`config.mk`:
```
export PLATFORM = sky130hd
export DESIGN_NAME = bypass_scoreboard
export DESIGN_NICKNAME = d
export VERILOG_FILES = /design/src/rtl/bypass_scoreboard.sv
export SDC_FILE = /design/constraint.sdc
export NUM_CORES = 1
export LEC_CHECK = 0
export CORE_MARGIN = 10
export CORE_UTILIZATION = 40
export CTS_BUF_LIST = sky130_fd_sc_hd__clkbuf_4
export CTS_CLUSTER_DIAMETER = 80
export CTS_CLUSTER_SIZE = 24
export DETAILED_ROUTE_END_ITERATION = 8
export PLACE_DENSITY_LB_ADDON = 0.08
export SETUP_SLACK_MARGIN = 0.5
export SLEW_MARGIN = 20
export SYNTH_ARGS = -nofsm -noshare
export SYNTH_HDL_FRONTEND = slang
export SYNTH_SLANG_ARGS = --single-unit
```
`constraint.sdc`:
```
create_clock -name clk -period 2.98 [get_ports clk]
set_input_delay 0.596 -clock clk [delete_from_list [all_inputs] [get_ports clk]]
set_output_delay 0.596 -clock clk [all_outputs]
set_load 0.01 [all_outputs]
```
`src/rtl/bypass_scoreboard.sv`:
```
// -----------------------------------------------------------------------------
// bypass_scoreboard
//
// Operand-bypass and load-use hazard unit that sits beside decode.
// Every instruction leaving decode is recorded in a PIPE_DEPTH-deep
// shift-register scoreboard (index 0 = stage 1 = youngest). Each read port
// forwards from the youngest in-flight producer of its source register.
// If that producer is a load whose data is not valid yet, a stall is raised.
//
// Optional feature: define BYPASS_PERF_EN to add the performance counters
// (perf_clr input, perf_stall_cnt / perf_fwd_cnt outputs).
//
// Ports:
//   clk, n_rst        clock, asynchronous active-low reset
//   hold              external back-pressure, freezes the scoreboard
//   issue_*           record of the instruction currently in decode
//   rd_use/rd_addr    per-port read enable and source address
//   rf_data, rf_ps    register-file read data and predicate bit
//   read_ps           instruction reads the predicate
//   stg_data, stg_ps  result data / predicate of post-decode stages 1..PIPE_DEPTH
//   op_data, op_ps    resolved operands and predicate
//   stall             load-use hazard, decode re-presents the instruction
//   perf_*            (BYPASS_PERF_EN only) stall and forwarding counters
//
// LOAD_LAT must satisfy 1 <= LOAD_LAT <= PIPE_DEPTH.
// -----------------------------------------------------------------------------
module bypass_scoreboard #(
  parameter int DATA_W     = 16,
  parameter int REG_ADDR_W = 4,
  parameter int NUM_READ   = 2,
  parameter int PIPE_DEPTH = 3,
  parameter int LOAD_LAT   = 2
) (
  input  logic                           clk,
  input  logic                           n_rst,
  input  logic                           hold,
  input  logic                           issue_valid,
  input  logic                           issue_use_rw,
  input  logic [REG_ADDR_W-1:0]          issue_rw_addr,
  input  logic                           issue_is_load,
  input  logic                           issue_write_ps,
  input  logic [NUM_READ-1:0]            rd_use,
  input  logic [NUM_READ*REG_ADDR_W-1:0] rd_addr,
  input  logic [NUM_READ*DATA_W-1:0]     rf_data,
  input  logic                           read_ps,
  input  logic                           rf_ps,
  input  logic [PIPE_DEPTH*DATA_W-1:0]   stg_data,
  input  logic [PIPE_DEPTH-1:0]          stg_ps,
  output logic [NUM_READ*DATA_W-1:0]     op_data,
  output logic                           op_ps,
  output logic                           stall
`ifdef BYPASS_PERF_EN
  ,
  input  logic                           perf_clr,
  output logic [31:0]                    perf_stall_cnt,
  output logic [31:0]                    perf_fwd_cnt
`endif
);

  // Scoreboard entries, bit/element k holds stage k+1.
  logic [PIPE_DEPTH-1:0] r_valid;
  logic [PIPE_DEPTH-1:0] r_use_rw;
  logic [PIPE_DEPTH-1:0] r_is_load;
  logic [PIPE_DEPTH-1:0] r_write_ps;
  logic [REG_ADDR_W-1:0] r_rw_addr [PIPE_DEPTH];

  logic [NUM_READ-1:0]   w_port_hazard;
  logic [NUM_READ-1:0]   w_port_fwd;

  // ---------------------------------------------------------------------------
  // Per-port operand resolution
  // ---------------------------------------------------------------------------
  genvar gi;
  generate
    for (gi = 0; gi < NUM_READ; gi++) begin : g_port
      logic [REG_ADDR_W-1:0] w_addr;
      logic [DATA_W-1:0]     w_data;
      logic                  w_haz;
      logic                  w_fwd;

      assign w_addr = rd_addr[gi*REG_ADDR_W +: REG_ADDR_W];

      // Scan from oldest to youngest so the youngest match is the last
      // assignment and therefore wins.
      always_comb begin
        w_data = rf_data[gi*DATA_W +: DATA_W];
        w_haz  = 1'b0;
        w_fwd  = 1'b0;
        if (rd_use[gi]) begin
          for (int k = PIPE_DEPTH - 1; k >= 0; k--) begin
            if (r_valid[k] && r_use_rw[k] && (r_rw_addr[k] == w_addr)) begin
              w_data = stg_data[k*DATA_W +: DATA_W];
              // Load data first appears at stage LOAD_LAT (stage = k+1).
              w_haz  = r_is_load[k] && ((k + 1) < LOAD_LAT);
              w_fwd  = 1'b1;
            end
          end
        end
      end

      assign op_data[gi*DATA_W +: DATA_W] = w_data;
      assign w_port_hazard[gi]            = w_haz;
      assign w_port_fwd[gi]               = w_fwd;
    end
  endgenerate

  // ---------------------------------------------------------------------------
  // Predicate resolution; predicate writers are never loads, so no hazard.
  // ---------------------------------------------------------------------------
  always_comb begin
    op_ps = rf_ps;
    if (read_ps) begin
      for (int k = PIPE_DEPTH - 1; k >= 0; k--) begin
        if (r_valid[k] && r_write_ps[k]) begin
          op_ps = stg_ps[k];
        end
      end
    end
  end

  assign stall = issue_valid & (|w_port_hazard);

  // ---------------------------------------------------------------------------
  // Scoreboard shift register. A stalled instruction enters as a bubble.
  // ---------------------------------------------------------------------------
  always_ff @(posedge clk or negedge n_rst) begin
    if (!n_rst) begin
      r_valid    <= '0;
      r_use_rw   <= '0;
      r_is_load  <= '0;
      r_write_ps <= '0;
      for (int k = 0; k < PIPE_DEPTH; k++) begin
        r_rw_addr[k] <= '0;
      end
    end else if (!hold) begin
      for (int k = PIPE_DEPTH - 1; k > 0; k--) begin
        r_valid[k]    <= r_valid[k-1];
        r_use_rw[k]   <= r_use_rw[k-1];
        r_is_load[k]  <= r_is_load[k-1];
        r_write_ps[k] <= r_write_ps[k-1];
        r_rw_addr[k]  <= r_rw_addr[k-1];
      end
      r_valid[0]    <= issue_valid & ~stall;
      r_use_rw[0]   <= issue_use_rw;
      r_is_load[0]  <= issue_is_load;
      r_write_ps[0] <= issue_write_ps;
      r_rw_addr[0]  <= issue_rw_addr;
    end
  end

`ifdef BYPASS_PERF_EN
  // ---------------------------------------------------------------------------
  // Performance counters
  // ---------------------------------------------------------------------------
  logic [31:0] r_perf_stall_cnt;
  logic [31:0] r_perf_fwd_cnt;
  logic [31:0] w_fwd_num;

  // Not-ready matches are also flagged in w_port_fwd, but they only occur
  // together with stall=1, when the forwarding count is not accumulated.
  always_comb begin
    w_fwd_num = '0;
    for (int p = 0; p < NUM_READ; p++) begin
      w_fwd_num = w_fwd_num + 32'(w_port_fwd[p]);
    end
  end

  always_ff @(posedge clk or negedge n_rst) begin
    if (!n_rst) begin
      r_perf_stall_cnt <= '0;
      r_perf_fwd_cnt   <= '0;
    end else if (perf_clr) begin
      r_perf_stall_cnt <= '0;
      r_perf_fwd_cnt   <= '0;
    end else begin
      if (stall && !hold) begin
        r_perf_stall_cnt <= r_perf_stall_cnt + 32'd1;
      end
      if (issue_valid && !stall) begin
        r_perf_fwd_cnt <= r_perf_fwd_cnt + w_fwd_num;
      end
    end
  end

  assign perf_stall_cnt = r_perf_stall_cnt;
  assign perf_fwd_cnt   = r_perf_fwd_cnt;
`endif

endmodule

```
## Yosys cells after proc, flatten, opt, wreduce, memory -nomap -nowiden

Cells that the tools add are included.

- Register bits after elaboration: 22
- Input bits: 106
- Output and inout port bits: 34
- Logic and storage cells: 45

- Equal/unequal tests: 6
- Multiplexer cells: 16
- Bitwise logic cells: 3
- Reductions and logical operators: 13

Operators with widths:

| operator | number |
|---|---|
| $mux W16 | 8 |
| $eq A4 B4 Y1 | 6 |
| $logic_and A1 B1 Y1 | 12 |
| $mux W1 | 8 |
| $and A1 B1 Y1 | 2 |
| $reduce_or A2 Y1 | 1 |
| $not A1 Y1 | 1 |

## Longest topological paths before layout

Gate-level depths: netlist of run 1.

- Depth in word-level cells: 8
- Depth in mapped cells: 7

## Worst setup path after synthesis of run 1

Ideal clock, no wire load.

- Path type: input port to output port
- From: in rd_addr[0]
- To: out op_data[12]
- Arrival: 1.961 ns
- Data required time: 2.384 ns
- Path slack: 0.423 ns
- Stages on the path: 6
- Path buffers: 1
- Cell sequence: xor2_1 -> nor3_2 -> nand4_4 -> buf_6 -> mux2_4 -> a221o_1

- Cells in the longest elaborated chain, start to end: 6
- Elaborated cells between the ends (all ways): 10
- Classes of those cells: 3 x eq/ne; 4 x mux; 3 x reduce/logical

RTL lines:

| item | line | text |
|---|---|---|
| from (decl) | 43 | `input logic [NUM_READ*REG_ADDR_W-1:0] rd_addr,` |
| $eq A4 B4 Y1 | 91 | `if (r_valid[k] && r_use_rw[k] && (r_rw_addr[k] == w_addr)) begin` |
| $logic_and A1 B1 Y1 | 91 |  |
| $mux W16 (2 in series) | 91 |  |
| $mux W16 (*) | 91 |  |
| $mux W16 (*) | 89 | `if (rd_use[gi]) begin` |
| to (decl) | 49 | `output logic [NUM_READ*DATA_W-1:0] op_data,` |

Mark *: on every way between the ends. The rest lies on a longest branch, timed or not.

## Final worst setup path of run 1

- From: reg r_rw_addr[2] (netlist name)
- To: out op_data[12]

- Cells in the longest elaborated chain, start to end: 6

RTL lines:

| item | line | text |
|---|---|---|
| from (decl) | 65 | `logic [REG_ADDR_W-1:0] r_rw_addr [PIPE_DEPTH];` |
| from (signal, indexed assignment) | 141 | `r_rw_addr[k] <= r_rw_addr[k-1];` |
| $eq A4 B4 Y1 | 91 |  |
| $logic_and A1 B1 Y1 | 91 |  |
| $mux W16 (3 in series) | 91 |  |
| $mux W16 | 89 |  |

No other way between the ends.

==> reports/summary.txt, run 1 <==
CP Capture Type: output pin
Worst Path Max Fanout: 5
met2 GRT Util: 36.29%
EDFF count, synth: 0
status: finished, final reports clean
async set-reset flop share out of synthesis: 100.0%
hold depth: 1
Reg clk slew, reported paths: 130 ps
Post-Synthesis Mean Instance Area: 9.035 µm²
ranking of synthesized cells by area: dfrtp_1, mux2_2, mux2i_1
skew final: 16.53 ps
vias post-DR: 3039
I/O Buffers: 139
worst reg-to-reg path cell count: 8
Least-Margin Pin Slew: 478.8 ps
Antenna Nets Post-Route: 0
Clock power frac: 10.8%
vias in the first global route: 3177
Clk Latency, worst-skew pair: 300 ps
Clock Path Buffers: 2
gpl congestion: 0.8943
DP Cell Count: 493
Final Cell Area: 4433 µm²
RSZ-0062 raised after global routing: yes
Root Buffer: clkbuf_4
maxcap violations: 0
worst min-delay path class: register to register
Max-slew headroom: 67.98%
maximum clock rate: 342.4 MHz
Crit path arrival time: 2320 ps
clock sink total: 22
Crit Path Category: register to output pin
area delta synth->final: 81.04%
cell taking the most area after synthesis: dfrtp_1
post-synthesis register bit count: 22
Die H: 98.24 µm
crit path time final: 2920 ps
crit-path cells: xor2_1 -> nor3_2 -> nand4_4 -> clkbuf_16 -> mux2_4 -> a221o_1 -> buf_6
CTS tree: done
combinational fraction of design power: 56.4%
share of power burned in registers: 32.8%
leakage: 1.955 nW
drt total wl: 11.09 mm
Layout Cells excl Fill: 529
net switching share of the total power: 35.60%
Placed Area: 4080 µm²
synthesized instance count: 271
gr usage total: 20.10%
DRC: 0
H-tree depth: 1
Initial Util: 41.36%
cell row count: 28
WL/cell: 20.96 µm
placed wire-length estimate: 8.073 mm
Pint: 780.9 µW
Final Max Slew Viols: 0
proportion of netlist area held by the largest area contributor: 22.48%
slowest cell delay on critical path: 440 ps
GRT busiest layer: met2
mapped cell area: 2449 µm²
die width: 98.24 µm
Via density: 5.745
largest net degree at the start of global routing: 31
CP required: 2380 ps
share of layout cells above drive strength 1: 39.65%
met3 track demand over resource: 3.171%
Initial DRC Count: 140
n_diodes: 0
Final Setup Violations: 0
Die ar.: 9651 µm²
synth unique cells: 36
Fill cells: 442
ys flop type: dfrtp_1
Critical-path top delay cell: dfrtp_1
core area: 5921 µm²
Seq/Total Area, Yosys: 22.48%
initial antenna violation count: 0
Hold Buf Count CTS: 0
Power Density: 273.5 nW/µm²
# IOs: 140
Tcrit/Tclk final: 98.00%
TritonRoute pass-1 iters: 4
Final nets: 562
final hold violation count: 0
first-pass GRT wire length: 16.60 mm
CTS buffer count: 3
CP startpoint kind: register
post-synth net total: 377
GRT met1 Usage: 23.46%
total net switching power: 431.7 µW
total global routing overflow: 0
Max VDD drop: 0.3788 mV
Synthesis Warnings: 0
## layout make-up
| type | instances | area, µm² | area share (%) |
|---|---|---|---|
| Tap cell | 75 | 93.84 | 2.117 |
| Multi-Input combinational cell | 230 | 2001 | 45.13 |
| Clock buffer | 3 | 22.52 | 0.5080 |
| Inverter | 3 | 11.26 | 0.2540 |
| Timing Repair Buffer | 196 | 1752 | 39.51 |
| Sequential cell | 22 | 553.0 | 12.48 |
## placed cells by master, fill, tap and decap left out, types with 8 or more instances in the layout
cell type,Yosys,final
dfrtp_1,22,20
mux2i_1,24,24
clkdlybuf4s50_1,0,97
nand3_1,11,8
mux2_2,27,27
nand2_2,0,15
nor2b_1,16,16
a31oi_1,18,18
buf_4,0,40
xor2_1,12,9
o211ai_1,22,22
a221o_1,10,10
o2bb2ai_1,10,10
buf_2,6,37
buf_6,1,15
nand2_1,34,19
## power groups by stage
stage,Clock [mW],Combinational [mW],Sequential (mW)
floorplan,0,0.288,0.388
global placement,0,0.608,0.400
detailed placement,0,0.619,0.402
CTS,0.135,0.628,0.393
global route,0.151,0.730,0.402
finish,0.131,0.683,0.398
## Yosys cell counts, drive strengths merged, types with 2 or more instances
cell	number
xnor2	12
o211ai	22
o2bb2ai	10
nand4	2
a221o	10
a21oi	2
nand2	34
a31oi	18
a2bb2oi	6
nand3	11
nor2	3
and3	2
clkbuf	9
nor2b	16
mux2	31
buf	8
nor3	4
inv	2
xor2	12
mux2i	24
dfrtp	22
and2	2
## repair_timing
item / CTS / global route
gates cloned: 1 / 1
buffers inserted: 20 / 11
gates resized for setup: 202 / 34
pin swaps: 26 / 22
setup endpoints to repair: 34 / 34
## critical path: cells and delay by family (launching register included)
| kind | cells | cell delay (ps) |
|---|---|---|
| AND/OR/NAND/NOR | 2 | 470 |
| flip-flops | 1 | 440 |
| buffers and inverters | 2 | 340 |
| AO/OA/AOI/OAI | 1 | 310 |
| multiplexers | 1 | 290 |
| XOR/XNOR | 1 | 180 |
## final timing paths
check                               from           end  slack, ps
setup / recovery            r_rw_addr[2]   op_data[12]         60
hold / removal              r_is_load[0]    r_valid[0]        490
setup reg to reg           r_rw_addr[10]    r_valid[0]       1270
hold reg to reg             r_is_load[0]    r_valid[0]        490
max in group asynchronous          n_rst  r_is_load[0]       2110
min in group asynchronous          n_rst  r_rw_addr[5]        620
## metrics by stage
step | setup TNS, ps | setup slack, ps | utilization [%] | hold WS (ps) | power, mW
2_1_floorplan | 0 | 450.8 | - | 300.4 | 0.6760
3_3_place_gp | -16330 | -584.6 | 68.91 | 450.9 | 1.008
3_5_place_dp | -17160 | -649.5 | 68.91 | 459.6 | 1.021
4_1_cts | 0 | 77.44 | 71.01 | 478.3 | 1.156
5_1_grt | -13.68 | -6.951 | 74.87 | 515.4 | 1.283
6_report | 0 | 59.53 | 74.87 | 491.5 | 1.213
## layer usage
layer  wire [µm]  vias to the layer above
met5           0                        -
met4         296                        0
met3         615                       22
met2        5602                      130
met1        4571                     1488
li1            -                     1399
## flip-flops by register name, summed over array words and instances, names as in the netlist
register	count
r_write_ps	3
r_use_rw	3
r_valid	3
r_is_load	1
r_rw_addr	12
## kinds of logic after synthesis
logic type                synth area share, %
muxes                                   24.68
and+or+nand+nor                         16.66
buffers and inverters                   3.679
AOI/OAI and AO/OA                       23.91
DFF                                     22.48
xor gates and xnor gates                8.585
Power figures use the tool's default switching activity.
==> run 2, diff against run 1 <==
==> constraint.sdc (replaced) <==
create_clock -name clk -period 2.9 [get_ports clk]
set_input_delay 0.58 -clock clk [delete_from_list [all_inputs] [get_ports clk]]
set_output_delay 0.58 -clock clk [all_outputs]
set_load 0.01 [all_outputs]
==> run 2 against run 1 <==
Final cell count fell by 1.5%. Wire length fell by 1.5%. Design area fell by 0.76%. Worst setup slack improved by 3.3 ps.
==> reports/summary.txt, run 2 (same netlist as run 1, synthesis figures left out) <==
status: finished, final reports clean (unchanged)
H-tree depth: 1 (unchanged)
vias post-DR: 3048 (was 3039)
area occupied by multi-input gates: 2036 µm² (was 2001 µm²)
Die ar.: 9651 µm² (unchanged)
Root Buffer: clkbuf_4 (unchanged)
combinational fraction of design power: 55.9% (was 56.4%)
placed wire-length estimate: 7.905 mm (was 8.073 mm)
DRC: 0 (unchanged)
net switching share of the total power: 35.52% (was 35.60%)
RSZ-0062 raised after global routing: yes (unchanged)
crit path time final: 2837 ps
Worst Path Max Fanout: 6 (was 5)
drt total wl: 10.92 mm (was 11.09 mm)
CP Capture Type: output pin (unchanged)
share of power burned in registers: 33.2% (was 32.8%)
most frequent cells in the layout: clkdlybuf4s50_1, buf_2, buf_4 (was clkdlybuf4s50_1, buf_4, buf_2)
Placed Area: 4094 µm² (was 4080 µm²)
CP startpoint kind: primary input (was register)
Via density: 5.850 (was 5.745)
n_diodes: 0 (unchanged)
Crit Path Category: primary input to output pin (was register to output pin)
I/O Buffers: 139 (unchanged)
Reg clk slew, reported paths: 110 ps (was 130 ps)
largest net degree at the start of global routing: 34 (was 31)
maxcap violations: 0 (unchanged)
maximum clock rate: 352.5 MHz
TritonRoute pass-1 iters: 6 (was 4)
Layout Cells excl Fill: 521 (was 529)
Final Cell Area: 4399 µm² (was 4433 µm²)
total power: 1.234 mW (was 1.213 mW)
Crit path arrival time: 2260 ps (was 2320 ps)
Clock Path Buffers: 2 (unchanged)
Initial DRC Count: 187 (was 140)
CTS tree: done (unchanged)
first-pass GRT wire length: 16.49 mm (was 16.60 mm)
share of layout cells above drive strength 1: 38.12% (was 39.65%)
Initial Util: 41.36% (unchanged)
total global routing overflow: 0 (unchanged)
Least-Margin Pin Slew: 380.0 ps (was 478.8 ps)
Max-slew headroom: 74.48% (was 67.98%)
Clk Latency, worst-skew pair: 300 ps (about the same)
total net switching power: 438.3 µW (was 431.7 µW)
leakage: 1.956 nW (was 1.955 nW)
skew final: 2.299 ps (was 16.53 ps)
gr usage total: 20.36% (was 20.10%)
Antenna Nets Post-Route: 0 (unchanged)
clock sink total: 22 (unchanged)
Final Max Slew Viols: 0 (unchanged)
Final nets: 554 (was 562)
Pint: 795.5 µW (was 780.9 µW)
Die H: 98.24 µm (unchanged)
DP Cell Count: 493 (unchanged)
CP required: 2320 ps (was 2380 ps)
WL/cell: 20.95 µm (was 20.96 µm)
Largest register FFs: 12 (unchanged)
initial antenna violation count: 0 (unchanged)
setup slack after layout: 62.82 ps (was 59.53 ps)
Clock power frac: 10.9% (was 10.8%)
CTS buffer count: 3 (unchanged)
die width: 98.24 µm (unchanged)
setup TNS: 0 ps (unchanged)
Final Setup Violations: 0 (unchanged)
Tcrit/Tclk final: 97.83%
worst min-delay path class: register to register (unchanged)
Fill cells: 430 (was 442)
WHS: 486.4 ps (was 491.5 ps)
cell row count: 28 (unchanged)
most common cell after layout, fill and taps aside: clkdlybuf4s50_1 (unchanged)
Power Density: 280.5 nW/µm² (was 273.5 nW/µm²)
core area: 5921 µm² (unchanged)
gpl congestion: 0.8695 (was 0.8943)
pre-CTS WS: -675.0 ps (was -649.5 ps)
# IOs: 140 (unchanged)
final hold violation count: 0 (unchanged)
area delta synth->final: 79.66% (was 81.04%)
vias in the first global route: 3085 (was 3177)
Sequential Area: 553.0 µm² (unchanged)
Max VDD drop: 0.3611 mV (was 0.3788 mV)
most flop-heavy register: r_rw_addr (unchanged)
fin util: 74.30% (was 74.87%)
-- run 2: power by group through the flow --
stage	Clock, mW	Sequential, mW	Combinational [mW]
detailed placement	0	0.413	0.642
global route	0.157	0.417	0.739
CTS	0.139	0.404	0.639
global placement	0	0.409	0.630
floorplan	0	0.399	0.302
finish	0.134	0.410	0.689
-- run 2: path summary, 6_finish.rpt --
check	end	slack, ps	start	cells past startpoint
min in group asynchronous	r_write_ps[1]	610	n_rst	2
max	op_data[12]	60	rd_addr[0]	8
min reg2reg	r_valid[0]	490	r_is_load[0]	1
max reg2reg	r_valid[0]	1160	r_rw_addr[11]	10
min	r_valid[0]	490	r_is_load[0]	1
max in group asynchronous	r_rw_addr[4]	2060	n_rst	2
-- run 2: worst max-delay path, stage by stage --
cell	delay, ps
buf_4	140
xor2_1	170
nor3_2	270
nand4_4	170
buf_12	190
mux2_4	290
a221o_1	300
buf_2	150
-- run 2: metal layers --
| layer | up-vias | wire length (µm) | GRT usage (%) |
|---|---|---|---|
| li1 | 1388 | - | - |
| met1 | 1465 | 4242 | 24.45 |
| met2 | 158 | 5435 | 35.89 |
| met3 | 37 | 777 | 2.819 |
| met4 | 0 | 459 | 7.277 |
| met5 | - | 0 | 0 |
-- run 2: what timing repair did --
item	in CTS	in global routing
hold buffers	0	0
gates cloned	2	1
gates resized for setup	200	34
pin swaps	27	19
setup endpoints to repair	34	34
setup buffers	11	11
-- run 2: layout make-up --
cell class              instances  area share, %
multi-input cells             230          46.27
repair buffers                188          38.25
flip-flops and latches         22          12.57
well taps                      75          2.133
clock buffers                   3         0.5119
inverters                       3         0.2560
==> run 3, diff against run 2 <==
--- a/config.mk
+++ b/config.mk
@@ -6,7 +6,7 @@
 export NUM_CORES = 1
 export LEC_CHECK = 0
 export CORE_MARGIN = 10
-export CORE_UTILIZATION = 40
+export CORE_UTILIZATION = 35
 export CTS_BUF_LIST = sky130_fd_sc_hd__clkbuf_4
 export CTS_CLUSTER_DIAMETER = 80
 export CTS_CLUSTER_SIZE = 24
==> run 3 against run 2 <==
Largest power group unchanged. Power up 11%. First-iteration DRC count shrank 6.4%. Clock power up 78%.
==> reports/summary.txt, run 3 (same netlist as run 1, synthesis figures left out) <==
largest net degree at the start of global routing: 34 (unchanged)
crit-path cells: xor2_2 -> nor4_4 -> buf_4 -> buf_6 -> nor3_4 -> buf_12 -> a221o_1 -> buf_6 (was buf_4 -> xor2_1 -> nor3_2 -> nand4_4 -> buf_12 -> mux2_4 -> a221o_1 -> buf_2)
Power Density: 306.5 nW/µm² (was 280.5 nW/µm²)
Layout Cells excl Fill: 544 (was 521)
Final Setup Violations: 0 (unchanged)
crit path time final: 2803 ps (was 2837 ps)
Max VDD drop: 0.3474 mV (was 0.3611 mV)
CTS buffer count: 3 (unchanged)
most frequent CP cell: buf_6
H-tree depth: 1 (unchanged)
CP Capture Type: output pin (unchanged)
Critical-path top delay cell: dfrtp_2 (was a221o_1)
setup TNS: 0 ps (unchanged)
first-pass GRT wire length: 17.53 mm (was 16.49 mm)
vias in the first global route: 3092 (was 3085)
Die ar.: 10740 µm² (was 9651 µm²)
clock sink total: 22 (unchanged)
most flop-heavy register: r_rw_addr (unchanged)
Hold Buf Count CTS: 0 (unchanged)
Worst Path Max Fanout: 5 (was 6)
Largest register FFs: 12 (unchanged)
WL/cell: 20.80 µm (was 20.95 µm)
worst min-delay path class: register to register (unchanged)
vias post-DR: 2973 (was 3048)
most common cell after layout, fill and taps aside: clkdlybuf4s50_1 (unchanged)
I/O Buffers: 139 (unchanged)
area delta synth->final: 81.86% (was 79.66%)
CP startpoint kind: register (was primary input)
Clk Latency, worst-skew pair: 310 ps (was 300 ps)
Root Buffer: clkbuf_4 (unchanged)
n_diodes: 0 (unchanged)
Clock Path Buffers: 2 (unchanged)
RSZ-0062 raised after global routing: yes (unchanged)
core area: 6794 µm² (was 5921 µm²)
Placed Area: 4090 µm² (was 4094 µm²)
initial antenna violation count: 0 (unchanged)
skew final: 2.158 ps (was 2.299 ps)
final hold violation count: 0 (unchanged)
CP required: 2320 ps (about the same)
Crit Path Category: register to output pin (was primary input to output pin)
pre-CTS WS: -654.4 ps (was -675.0 ps)
DRC: 0 (unchanged)
Final Cell Area: 4453 µm² (was 4399 µm²)
gpl congestion: 0.8355 (was 0.8695)
Final nets: 555 (was 554)
maximum clock rate: 356.8 MHz (was 352.5 MHz)
setup slack after layout: 97.39 ps (was 62.82 ps)
status: finished, final reports clean (unchanged)
DP Cell Count: 515 (was 493)
TritonRoute pass-1 iters: 4 (was 6)
maxcap violations: 0 (unchanged)
CTS tree: done (unchanged)
slowest cell delay on critical path: 490 ps (was 300 ps)
Initial DRC Count: 175 (was 187)
Die H: 103.6 µm (was 98.24 µm)
placed wire-length estimate: 8.373 mm (was 7.905 mm)
# IOs: 140 (unchanged)
leakage: 1.919 nW (was 1.956 nW)
die width: 103.6 µm (was 98.24 µm)
drt total wl: 11.32 mm (was 10.92 mm)
Max-slew headroom: 76.37% (was 74.48%)
most frequent cells in the layout: clkdlybuf4s50_1, buf_2, buf_4 (unchanged)
total global routing overflow: 0 (unchanged)
Least-Margin Pin Slew: 354.4 ps (was 380.0 ps)
Crit path arrival time: 2220 ps (was 2260 ps)
Initial Util: 36.04% (was 41.36%)
Tcrit/Tclk final: 96.64% (was 97.83%)
share of layout cells above drive strength 1: 40.63% (was 38.12%)
Final Max Slew Viols: 0 (unchanged)
Via density: 5.465 (was 5.850)
gr usage total: 19.65% (was 20.36%)
Reg clk slew, reported paths: 130 ps (was 110 ps)
cell row count: 30 (was 28)
Antenna Nets Post-Route: 0 (unchanged)
[run 3: path summary, 6_finish.rpt]
path                               startpoint           end  slack (ps)  depth (start not counted)
worst min-delay path             r_is_load[0]    r_valid[0]         480                          1
worst min register to register   r_is_load[0]    r_valid[0]         480                          1
min in group asynchronous               n_rst  r_rw_addr[8]         600                          2
worst max register to register  r_rw_addr[11]    r_valid[0]        1180                          7
worst max-delay path             r_rw_addr[6]   op_data[13]         100                          8
max in group asynchronous               n_rst  r_rw_addr[6]        2060                          2
[run 3: layer usage]
layer | up-vias | global-route usage, % | wire (µm)
li1 | 1381 | - | -
met1 | 1433 | 25.29 | 4904
met2 | 137 | 32.39 | 5468
met3 | 22 | 4.151 | 676
met4 | 0 | 4.940 | 266
met5 | - | 0 | 0
[run 3: power by group]
part | total, mW | switching (mW) | internal (mW)
Clock | 0.238 | 0.0987 | 0.140
Sequential | 0.418 | 0.0635 | 0.355
Combinational | 0.708 | 0.305 | 0.404
[run 3: area by class of cell]
type | count | area, µm²
multi-input combinational | 230 | 2043
sequential | 22 | 560.5
timing repair buffer | 189 | 1665
inverter | 3 | 11.26
clock buffer | 3 | 22.52
fill | 581 | 2341
tap | 96 | 120.1
clock inverter | 1 | 30.03
[run 3: timing repair]
action | 4_1_cts | 5_1_grt
endpoints found under the setup margin | 34 | 34
setup buffers | 17 | 4
cloned | 4 | 0
hold endpoints to repair | 0 | 0
pin swaps | 29 | 23
gates resized for setup | 191 | 53
[run 3: metrics by stage]
| stage | hold WS (ps) | total power [mW] | utilization [%] |
|---|---|---|---|
| after floorplan | 284.4 | 0.7006 | - |
| after global placement | 453.4 | 1.043 | 60.20 |
| after detailed placement | 457.6 | 1.055 | 60.20 |
| after CTS | 475.5 | 1.307 | 62.34 |
| after global routing | 510.2 | 1.441 | 65.54 |
| final | 480.9 | 1.365 | 65.54 |
[run 3: critical path: cells and delay by family (launching register included)]
kind	cells	cell delay, ps
AOI/OAI and AO/OA	1	340
buffers and inverters	4	540
xor gates and xnor gates	1	180
and+or+nand+nor	2	350
DFF	1	490
